==> config.mk <==
export PLATFORM = sky130hd
export DESIGN_NAME = experiment4
export DESIGN_NICKNAME = d
export VERILOG_FILES = /design/src/rtl/experiment4.sv
export SDC_FILE = /design/constraint.sdc
export NUM_CORES = 1
export LEC_CHECK = 0
export CAP_MARGIN = 20
export CORE_MARGIN = 4
export CORE_UTILIZATION = 43
export DETAILED_ROUTE_END_ITERATION = 6
export PLACE_DENSITY = 0.9
export SKIP_CTS_REPAIR_TIMING = 1
export SYNTH_ARGS = -nofsm -noshare
export SYNTH_HDL_FRONTEND = slang
export SYNTH_SLANG_ARGS = --single-unit
==> constraint.sdc <==
create_clock -name clk -period 1.3 [get_ports clk]
set_input_delay 0.26 -clock clk [delete_from_list [all_inputs] [get_ports clk]]
set_output_delay 0.26 -clock clk [all_outputs]
set_load 0.02 [all_outputs]
==> src/rtl/experiment4.sv <==
// experiment4: three level-sensitive latches (basic SR, gated SR, D) alongside
// a 16-bit left-shifting parallel-load register. All storage is cleared
// asynchronously by rst_n.
module experiment4 (
    input  logic        clk,
    input  logic        rst_n,
    input  logic        SS,
    input  logic        SR,
    output logic        SQ,
    output logic        SQn,
    input  logic        SES,
    input  logic        SER,
    input  logic        SEE,
    output logic        SEQ,
    output logic        SEQn,
    input  logic        D,
    input  logic        Clock,
    output logic        DQ,
    output logic        DQn,
    input  logic [15:0] I,
    input  logic        load,
    output logic        shift_out
);

    logic        sr_q;
    logic        se_q;
    logic        d_q;
    logic [15:0] sreg;

    logic sr_forbid;
    logic se_open;
    logic se_forbid;

    // SS=SR=1 forces both outputs low and leaves 0 stored.
    assign sr_forbid = SS & SR;
    assign se_open   = SEE & (SES | SER);
    assign se_forbid = SEE & SES & SER;

    // Basic SR storage: open whenever either input is high, stores S & ~R.
    always_latch begin
        if (!rst_n) begin
            sr_q <= 1'b0;
        end else if (SS | SR) begin
            sr_q <= SS & ~SR;
        end
    end

    // Gated SR storage: same rule as the basic latch, qualified by SEE.
    always_latch begin
        if (!rst_n) begin
            se_q <= 1'b0;
        end else if (se_open) begin
            se_q <= SES & ~SER;
        end
    end

    // D latch: transparent while Clock is high.
    always_latch begin
        if (!rst_n) begin
            d_q <= 1'b0;
        end else if (Clock) begin
            d_q <= D;
        end
    end

    // Shift register: load has priority, otherwise shift left with zero fill.
    always_ff @(posedge clk or negedge rst_n) begin
        if (!rst_n) begin
            sreg <= 16'h0000;
        end else if (load) begin
            sreg <= I;
        end else begin
            sreg <= {sreg[14:0], 1'b0};
        end
    end

    // Latch outputs; reset masks the forbidden-state low on the Qn side.
    always_comb begin
        SQ        = sr_q;
        SQn       = ~sr_q & ~(sr_forbid & rst_n);
        SEQ       = se_q;
        SEQn      = ~se_q & ~(se_forbid & rst_n);
        DQ        = d_q;
        DQn       = ~d_q;
        shift_out = sreg[15];
    end

endmodule

==> impl_metrics.toml <==
[outcome]
status = "complete, but fails checks"
failed_checks = "setup timing"

[global_routing]
gr-usage-all-layers = 0.128
antenna_found_initial = 0
grt_pass1_vias = 601
grt.overflow.total = 0
grt_max_degree = 19
grt_pass1_wl_um = 2430

[finish]
final_area_um2 = 1170
area_delta_synth_final_pct = 55.2
finalNonFillerCells = 104
layout-drive-gt1-share = 0.330
final_nets = 115
layout_common_cells = "clkdlybuf4s50_1 (26), dfrtp_1 (16), mux2_4 (9)"
antenna_cells = 0
final_common_cell = "clkdlybuf4s50_1"

[synth]
netlist_area_um2 = 752
synth_area_leaders = "dfrtp_1 (53%), mux2_4 (18%), mux2_2 (9.0%)"
syn_avg_cell_area_um2 = 15.7
synth.yosys.warnings = 0
syn-num-nets = 74
synth_top_area_cell = "dfrtp_1"
synth_ff_type = "dfrtp_1"
synth-edff-count = 0
yosysTopAreaCellShare = 0.532
yosysUniqueCellTypes = 17
async_flop_share = 0.842
synth_seq_cells = 19
netlist_instances = 48

[route]
routed_wl_um = 1390
drt-initial-drc-count = 3
drcViolationCount = 0
vias = 517
drt_first_pass_iters = 2
post_drt_wl_per_cell_um = 13.4
viasPerCell = 4.97
antenna_left = 0

[clocking]
cts_buffers = 3
cts-root-buf = "clkbuf_4"
clk_latency_ps = 270
cts_tree = "yes"
clk_path_buf_depth = 2
htreeDepth = 1
cts.clk_slew.worst_paths_ps = 90

[power]
pwr-share-clk = 0.279
ir_worst_vdd_mv = 0.675
seqPwrFrac = 0.512
power.density_nw_per_um2 = 947
static-leakage-power_nw = 0.557
comb_power_share = 0.209
power_switching_uw = 226
swShare = 0.204
p_int_uw = 880

[worst_setup_path]
timing.rr.end = "sreg[5]$_DFF_PN0_"
crit_required_ps = 1040
r2r_start = "sreg[4]$_DFF_PN0_"
worst_ep_arrival_time_ps = 1060
endpoint_kind = "primary output"
start_kind = "input pin"
crit_type = "input pin to primary output"
reg2reg_depth = 1
critPathMaxFanout = 2
rrSetupSlack_ps = 540

[place]
placed_area_um2 = 1120
place_inst = 100
post-dp-hpwl_um = 1050
port_buffers = 32
gp_congestion = 0.650

[timing]
hold_viol = 0
min_period_ps = 1320
rsz0062_at_grt = "yes"
fin_ws_ps = -23.7
min_period_over_period = 1.02
final.setup_skew_ps = 4.28
untimed_endpoints = 7
tns_ps = -23.7
maxSlewHeadroom = 0.849
finalSetupViolations = 1
fmax_mhz = 755
tightest_slew_ps = 226
unclocked_pins = 3
slew_viol_final = 0

[min_path]
min_path_type = "input pin to async pin"

[die]
start_util = 0.477
die_w_um = 49.8
die_h_um = 49.8
num_rows = 14
core_area_um2 = 1580
dieArea_um2 = 2480
io_pins = 33

[job]
cap_viol_max_count = 0
[worst max path at each step]
stage	from	to	slack, ps	cells past startpoint
CTS	SER	SEQn	-520	3
global route	SES	SEQn	-60	3
detailed placement	SER	SEQn	-520	3
finish	SES	SEQn	-20	3
floorplan	SEE	SEQn	340	1
global placement	SER	SEQn	-480	3
[Yosys cell counts, types with 2 or more instances]
| cell type | instances |
|---|---|
| dlxtp_1 | 3 |
| mux2_2 | 6 |
| mux2_4 | 9 |
| dfrtp_1 | 16 |
| nand2_1 | 2 |
[per-layer routing]
| layer | global-route usage | wire [µm] | vias up | part of all wire |
|---|---|---|---|---|
| met3 | 0.0271 | 105 | 0 | 0.075 |
| met4 | 0.0553 | 0 | 0 | 0 |
| met1 | 0.143 | 625 | 244 | 0.45 |
| met2 | 0.229 | 662 | 26 | 0.48 |
| met5 | 0 | 0 | - | 0 |
| li1 | - | - | 247 | - |
[kinds of logic (layout without fill, tap and decap cells)]
| logic type | count (synthesis) | in the layout | synth area share |
|---|---|---|---|
| mux | 15 | 15 | 0.270 |
| buf+inv | 3 | 43 | 0.0466 |
| flops | 16 | 16 | 0.532 |
| compound gates | 3 | 3 | 0.0266 |
| simple gates | 8 | 8 | 0.0649 |
| latches | 3 | 3 | 0.0599 |
[worst max-delay path, cell delays in order]
cell and delay (ps):
clkdlybuf4s50_1 510, a41oi_2 120, buf_4 170
[sequential cells by signal (all words and copies together) (netlist names)]
name and cells:
sreg 16, SQ 1, DQ 1, SEQ 1
[metrics by stage]
stage / util / setup WS [ps] / power [mW] / hold slack [ps]
2_1_floorplan: - / 341 / 0.678 / -35.6
3_3_place_gp: 0.710 / -482 / 0.804 / 460
3_5_place_dp: 0.710 / -519 / 0.809 / 465
4_1_cts: 0.733 / -516 / 1.13 / 410
5_1_grt: 0.740 / -61.0 / 1.18 / 96.9
6_report: 0.740 / -23.7 / 1.11 / 57.9
[power by group through the flow]
stage                     sequential (mW)  clock [mW]  combinational, mW
after floorplan                     0.579           0             0.0998
after global placement              0.574           0              0.230
after detailed placement            0.575           0              0.235
after CTS                           0.566       0.323              0.236
after global routing                0.571       0.354              0.250
final                               0.566       0.308              0.232
[layout make-up]
| cell class | instances | area (µm²) |
|---|---|---|
| fillers | 113 | 409 |
| repair buffers | 38 | 383 |
| well taps | 16 | 20.0 |
| clock buffers | 4 | 36.3 |
| flip-flops and latches | 19 | 445 |
| multi-input cells | 26 | 279 |
| inverters | 1 | 3.75 |
Note: power is estimated with default switching activity, not from simulation.
